<file path="src/rtl/pipe_ctrl_pkg.sv">
// Shared constants and types for the pipeline hazard/stall controller.
package pipe_ctrl_pkg;

  localparam int REG_ADDR_W      = 5;
  localparam int DEF_MUL_LATENCY = 4;
  localparam int DEF_DIV_LATENCY = 32;
  localparam int DEF_CNT_W       = 6;

  typedef enum logic {
    MD_IDLE = 1'b0,
    MD_BUSY = 1'b1
  } md_state_e;

endpackage

</file>
<file path="src/rtl/hazard_stall_ctrl_md_seq.sv">
// Mult/div sequencer: tracks how long the multi-cycle unit stays busy after a start pulse.
//  state   | meaning
//  MD_IDLE | unit free, waiting for a start pulse
//  MD_BUSY | unit computing, counter runs down to the last busy cycle
module md_seq
  import pipe_ctrl_pkg::*;
#(
  parameter int MUL_LATENCY = DEF_MUL_LATENCY,
  parameter int DIV_LATENCY = DEF_DIV_LATENCY,
  parameter int CNT_W       = DEF_CNT_W
) (
  input  logic clk,
  input  logic rst_n,
  input  logic i_start,
  input  logic i_is_div,
  output logic o_busy,
  output logic o_done
);

  localparam logic [CNT_W-1:0] MUL_LOAD = CNT_W'(MUL_LATENCY - 1);
  localparam logic [CNT_W-1:0] DIV_LOAD = CNT_W'(DIV_LATENCY - 1);

  md_state_e        r_state;
  md_state_e        w_state_nxt;
  logic [CNT_W-1:0] r_cnt;
  logic [CNT_W-1:0] w_cnt_nxt;

  always_ff @(posedge clk or negedge rst_n) begin
    if (!rst_n) begin
      r_state <= MD_IDLE;
      r_cnt   <= '0;
    end else begin
      r_state <= w_state_nxt;
      r_cnt   <= w_cnt_nxt;
    end
  end

  always_comb begin
    w_state_nxt = r_state;
    w_cnt_nxt   = r_cnt;
    case (r_state)
      MD_IDLE: begin
        if (i_start) begin
          w_state_nxt = MD_BUSY;
          w_cnt_nxt   = i_is_div ? DIV_LOAD : MUL_LOAD;
        end
      end
      MD_BUSY: begin
        if (r_cnt == '0) w_state_nxt = MD_IDLE;
        else             w_cnt_nxt   = r_cnt - 1'b1;
      end
      default: w_state_nxt = MD_IDLE;
    endcase
  end

  assign o_busy = (r_state == MD_BUSY);
  assign o_done = o_busy && (r_cnt == '0);

endmodule

</file>
<file path="src/rtl/hazard_stall_ctrl.sv">
// Pipeline hazard/stall/flush controller: load-use and mult/div interlocks, branch flush, stall counter.
module hazard_stall_ctrl
  import pipe_ctrl_pkg::*;
#(
  parameter int MUL_LATENCY = DEF_MUL_LATENCY,
  parameter int DIV_LATENCY = DEF_DIV_LATENCY,
  parameter int CNT_W       = DEF_CNT_W
) (
  input  logic                  clk,
  input  logic                  rst_n,
  input  logic [REG_ADDR_W-1:0] id_rs,
  input  logic [REG_ADDR_W-1:0] id_rt,
  input  logic                  id_uses_rs,
  input  logic                  id_uses_rt,
  input  logic                  id_is_md,
  input  logic                  id_is_div,
  input  logic                  id_reads_hilo,
  input  logic                  ex_mem_read,
  input  logic [REG_ADDR_W-1:0] ex_rd,
  input  logic                  branch_taken,
  input  logic                  perf_clr,
  output logic                  pc_write,
  output logic                  if_id_write,
  output logic                  if_id_flush,
  output logic                  id_ex_bubble,
  output logic                  md_start,
  output logic                  md_busy,
  output logic                  md_done,
  output logic [15:0]           stall_cycles
);

  logic        w_load_use;
  logic        w_md_hazard;
  logic        w_stall;
  logic [15:0] r_stall_cycles;

  // $0 is hardwired zero, so a load targeting it never creates a dependency
  assign w_load_use = ex_mem_read && (ex_rd != '0) &&
                      ((id_uses_rs && (id_rs == ex_rd)) ||
                       (id_uses_rt && (id_rt == ex_rd)));
  assign w_md_hazard = md_busy && (id_is_md || id_reads_hilo);
  assign w_stall     = w_load_use || w_md_hazard;

  assign pc_write     = branch_taken || !w_stall;
  assign if_id_write  = branch_taken || !w_stall;
  assign if_id_flush  = branch_taken;
  assign id_ex_bubble = branch_taken || w_stall;
  assign md_start     = id_is_md && !w_stall && !branch_taken;

  md_seq #(
    .MUL_LATENCY (MUL_LATENCY),
    .DIV_LATENCY (DIV_LATENCY),
    .CNT_W       (CNT_W)
  ) u_md_seq (
    .clk      (clk),
    .rst_n    (rst_n),
    .i_start  (md_start),
    .i_is_div (id_is_div),
    .o_busy   (md_busy),
    .o_done   (md_done)
  );

  always_ff @(posedge clk or negedge rst_n) begin
    if (!rst_n) begin
      r_stall_cycles <= '0;
    end else if (perf_clr) begin
      r_stall_cycles <= '0;
    end else if (w_stall && !branch_taken && (r_stall_cycles != 16'hFFFF)) begin
      r_stall_cycles <= r_stall_cycles + 16'd1;
    end
  end

  assign stall_cycles = r_stall_cycles;

endmodule

</file>
<file path="config.mk">
export PLATFORM = sky130hd
export DESIGN_NAME = hazard_stall_ctrl
export DESIGN_NICKNAME = d
export VERILOG_FILES = /design/src/rtl/pipe_ctrl_pkg.sv /design/src/rtl/hazard_stall_ctrl_md_seq.sv /design/src/rtl/hazard_stall_ctrl.sv
export SDC_FILE = /design/constraint.sdc
export NUM_CORES = 1
export LEC_CHECK = 0
export BUFFER_PORTS_ARGS = -buffer_cell sky130_fd_sc_hd__buf_2
export CORE_ASPECT_RATIO = 1.75
export CORE_MARGIN = 4
export CORE_UTILIZATION = 45
export DETAILED_ROUTE_END_ITERATION = 12
export PLACE_DENSITY = 0.72
export SLEW_MARGIN = 40
export SYNTH_ARGS = -nofsm -noshare
export SYNTH_HDL_FRONTEND = slang
export SYNTH_SLANG_ARGS = --single-unit
</file>
<file path="constraint.sdc">
create_clock -name clk -period 2 [get_ports clk]
set_input_delay 0.4 -clock clk [delete_from_list [all_inputs] [get_ports clk]]
set_output_delay 0.4 -clock clk [all_outputs]
set_load 0.005 [all_outputs]
</file>
; ---- After elaboration in Yosys (flattened, before gate mapping)
; Cells that the tools add are included.
[word_totals]
elab_cells = 41
out_inout_bits = 23
inputBits = 25
regBits = 23
[op_classes]
bitwise_logic = 1
addsub = 2
n_mux = 9
n_eq_ne = 5
reduce_logical = 21
[op_table]
columns = operator, count
row1 = $mux W16, 2
row2 = $add A16 B1 Y16 const B, 1
row3 = $ne A16 B16 Y1 const B, 1
row4 = $mux W6, 2
row5 = $pmux W6 S2, 1
row6 = $eq A5 B5 Y1, 2
row7 = $logic_and A1 B1 Y1, 10
row8 = $logic_not A6 Y1, 1
row9 = $sub A6 B1 Y6 const B, 1
row10 = $logic_or A1 B1 Y1, 5
row11 = $mux W5, 1
row12 = $reduce_bool A5 Y1, 1
row13 = $ne A2 B2 Y1 const B, 2
row14 = $logic_not A1 Y1, 2
row15 = $mux W1, 2
row16 = $pmux W1 S2, 1
row17 = $reduce_and A2 Y1, 1
row18 = $reduce_bool A2 Y1, 1
row19 = $not A1 Y1, 1

; ---- Depth between registers and ports, before layout
[logic_depth]
word_depth = 10
depth_mapped = 9

; ---- Modules after synthesis
; From an unflattened synthesis, not the netlist that was laid out.
[hier_totals]
cells_unflattened = 168
hier_area_um2 = 1507.7
[by_module_without_submodules]
columns = mod, cells_per_inst, seq_area_each_um2, area_each_um2, n_inst
row1 = hazard_stall_ctrl, 124, 400.4, 1083.5, 1
row2 = md_seq, 44, 175.2, 424.2, 1

; ---- Worst setup path after synthesis
; No wires, ideal clock.
[synth_timing]
path_type = register to register
start = reg r_stall_cycles[0], in the netlist stall_cycles[0]
end = reg r_stall_cycles[12], in the netlist stall_cycles[12]
setup_ns = 0.078
arrival_ns = 1.957
required_time_ns = 1.922
path_buffers = 1
synth_period_minus_slack_ns = 2.035
setup_slack_ns = -0.035
path_stages_with_launch = 9
path_cell_list = dfrtp_1 > ha_1 > nand3_1 > nor4_1 > or3_1 > o21a_1 > buf_6 > or4_1 > a21oi_1
[synth_between]
elab_chain_len = 3
word_cells_on_any_way = 6
classes_between = add/sub: 1 / eq/ne: 1 / mux: 2 / reduce/logical: 2
[synth_rtl]
columns = element, line_no
row1 = "start, declared", hazard_stall_ctrl.sv:35  ; logic [15:0] r_stall_cycles;
row2 = "start signal, assigned", hazard_stall_ctrl.sv:69  ; r_stall_cycles <= r_stall_cycles + 16'd1;
row3 = $add A16 B1 Y16 or $ne A16 B16 Y1 (tied branches), "hazard_stall_ctrl.sv:69, hazard_stall_ctrl.sv:68"
row4 = $mux W16 or $logic_and A1 B1 Y1 (tied branches), hazard_stall_ctrl.sv:68  ; end else if (w_stall && !branch_taken && (r_stall_cycles != 16'hFFFF)) begin
row5 = $mux W16 or $reduce_bool A2 Y1 (tied branches), n/a
; Parallel ways exist; a longest one is shown, timed or not. The select of a mux whose other input is x is not followed.
; A chain may end at the register's enable or synchronous reset.

; ---- Final worst setup path
[layout_timing]
start = reg r_stall_cycles[0], in the netlist stall_cycles[0]
end = reg r_stall_cycles[10], in the netlist stall_cycles[10]
; The elaborated chain is that of the path after synthesis.

==> summary.md <==
| Metric | Value |
|---|---|
| Post-synth EDFFs | `0` |
| Worst setup path end | `stall_cycles[10]` |
| Worst Clk Skew | `0.00263 ns` |
| Crit Path Class | `reg -> reg` |
| CTS Buf Count | `3` |
| Max cap viols | `0` |
| Worst skew pair latency | `0.26 ns` |
| DIE WIDTH | `50.7 um` |
| R2r worst-path depth | `8` |
| Slew Limit Headroom | `64.8%` |
| Synth unique cells | `37` |
| Io pins | `48` |
| Startpoint Class | `register` |
| Failing checks | `negative setup slack` |
| Worst Slack Setup Final | `-0.105 ns` |
| RSZ-0062 raised after global routing | `yes` |
| CTS tree | `built` |
| Worst min path class | `in -> async` |
| ANT cells | `0` |
| Largest net degree at the start of global routing | `26` |
| Area share of the largest cell type after synthesis | `40.2%` |
| Placed Instances | `268` |
| Final min period | `2.10 ns` |
| Synth Register Bits | `23` |
| Fin. max-slew vios | `0` |
| First-pass GRT wire length | `7060 um` |
| Final net count | `267` |
| Hold_ws | `0.104 ns` |
| Gr ovfl total | `0` |
| H-tree depth | `1` |
| Synth Cell Area | `1430 um^2` |
| DRC Markers | `0` |
| Commonest cells after routing, fill and taps aside | `39 x buf_2, 28 x buf_4, 23 x dfrtp_1` |
| Met2 GRT Util | `45.0%` |
| Cell area power density | `689 nW/um^2` |
| Total Routed Length | `4660 um` |
| Top post-synthesis cells by area | `dfrtp_1 40%, xor2_1 5.5%, a21oi_1 5.2%` |
| Aggregate global-route resource usage | `21.7%` |
| Met3 Usage GRT | `2.33%` |
| Cell taking the most area after synthesis | `dfrtp_1` |
| Post-Layout Cell Count | `281` |
| Die ar. | `4190 um^2` |
| Grt met1 use | `21.1%` |
| Seq/Total Area, Yosys | `40.2%` |
| Final setup fails | `18` |
| CP max FO | `7` |
| Via density | `5.72` |
| Post-DP HPWL | `3220 um` |
| Syn nets | `189` |
| Synth-to-layout area growth | `55.7%` |
| RePlAce Congestion | `0.771` |
| Cells after synthesis | `162` |
| Critical register-to-register path startpoint | `stall_cycles[0]` |
| CTS max path bufs | `2` |
| Share of cells above drive strength 1 | `48.1%` |
| Worst-margin pin slew | `0.527 ns` |
| Initial core utilization | `47.9%` |
| Chip Height | `82.6 um` |
| CP arrival | `2.30 ns` |
| Clock root buffer | `clkbuf_8` |
| LEAKAGE | `1.02 nW` |
| Fin Setup TNS | `-0.995 ns` |
| Core ar. | `2990 um^2` |
| Initial antenna violation count | `0` |
| Pre-CTS WS | `-0.238 ns` |
| Global-route layer with the greatest usage | `met2` |
| Fillers | `228` |
| Syn_area_per_cell | `8.84 um^2` |
| Period Utilization, post-route | `105%` |
| Async S/R FF share, synth | `100%` |
| CP Capture Type | `register` |
| Rows | `26` |
| Via count | `1607` |
| Prevailing post-synth register cell | `dfrtp_1` |
| PortBufs | `47` |
| Final Hold Viols | `0` |
| Initial DRC count | `37` |
| Routed wire per std cell | `16.6 um` |
| Crit path launch | `stall_cycles[0]` |
| Pwr Total | `1.54 mW` |
| Worst R2R End | `stall_cycles[10]` |
| Synth warn | `0` |
| Peak supply drop | `0.497 mV` |
| CTS clk-pin slew, worst paths | `0.08 ns` |
| Sink Count | `23` |
| Max Clk Rate | `0.475 GHz` |
| Routed Antenna Nets | `0` |
| Setup slack, reg-to-reg | `-0.10 ns` |
| Commonest non-fill, non-tap cell in the layout | `buf_2` |
| 1st-pass router iterations | `4` |
| CP required | `2.19 ns` |
| Vias in the first global route | `1669` |
| Status | `complete, but fails checks` |
==> worst min-delay path by stage <==
stage,end,slack [ns],cells past startpoint
6_report,u_md_seq.r_cnt[4],0.10,1
5_1_grt,u_md_seq.r_cnt[4],0.13,1
4_1_cts,u_md_seq.r_cnt[4],0.12,1
3_5_place_dp,u_md_seq.r_cnt[4],0.41,1
3_3_place_gp,u_md_seq.r_cnt[4],0.39,1
2_1_floorplan,stall_cycles[0],0.10,0
==> final cells by class <==
| cell class | instances | area, um^2 | share of cell area (%) |
|---|---|---|---|
| well taps | 42 | 52.6 | 2.36 |
| multi-input cells | 124 | 928 | 41.6 |
| clock buffers | 4 | 45.0 | 2.02 |
| inverters | 7 | 26.3 | 1.18 |
| repair buffers | 81 | 603 | 27.0 |
| flip-flops and latches | 23 | 576 | 25.8 |
==> sequential cells by signal (all words and copies together), names as in the netlist <==
name             count
u_md_seq.r_cnt       6
stall_cycles        16
u_md_seq.o_busy      1
==> timing repair <==
action | in CTS | in global routing
gates cloned | 0 | 2
setup buffers | 3 | 4
setup endpoints to repair | 20 | 21
pin swaps | 14 | 10
hold buffers | 0 | 0
gates resized for setup | 19 | 30
==> metrics by stage <==
step / util, % / area [um^2]
2_1_floorplan: - / 1440
3_3_place_gp: 62.5 / 1870
3_5_place_dp: 62.5 / 1870
4_1_cts: 67.4 / 2020
5_1_grt: 74.5 / 2230
6_report: 74.5 / 2230
==> power breakdown <==
| group | total (mW) | leakage, nW | internal, mW | switching [mW] |
|---|---|---|---|---|
| registers | 0.609 | 0.304 | 0.542 | 0.0677 |
| clock network | 0.287 | 0.0228 | 0.142 | 0.145 |
| logic | 0.641 | 0.689 | 0.327 | 0.314 |
| total | 1.54 | 1.02 | 1.01 | 0.527 |
==> worst max-delay path, stage by stage (launching register included) <==
cell	delay, ns
dfrtp_1	0.39
ha_2	0.20
nand3_2	0.07
nor4_2	0.05
or3_4	0.33
o21a_4	0.24
buf_12	0.14
or4_4	0.47
a21oi_2	0.14
==> per-layer routing <==
layer	wire length (um)	part of all wire, %
met1	1630	35
met4	59	1.3
met5	0	0
met3	170	3.6
met2	2800	60
==> synth_stat cells (3+ instances only) <==
master and instances:
o31ai_1 6, nor2_1 12, xnor2_1 3, a21oi_1 15
a211oi_1 3, o21ai_0 11, inv_1 7, or3_1 10
nand3_1 9, buf_4 4, or4_1 6, nor3_1 3
xor2_1 9, nand2_1 8, nand4_1 5, dfrtp_1 23
==> cells by family (layout without fill, tap and decap cells) <==
logic type | count (synthesis) | after routing | synth area share, %
XOR/XNOR | 12 | 12 | 7.34
adder cells (fa/ha/maj) | 2 | 2 | 1.75
flip-flops | 23 | 23 | 40.2
multiplexers | 2 | 2 | 1.40
AND/OR/NAND/NOR | 63 | 63 | 24.3
AO/OA/AOI/OAI | 45 | 45 | 19.6
buffers and inverters | 15 | 92 | 5.50
No activity file was read; power rests on OpenSTA's default activity.
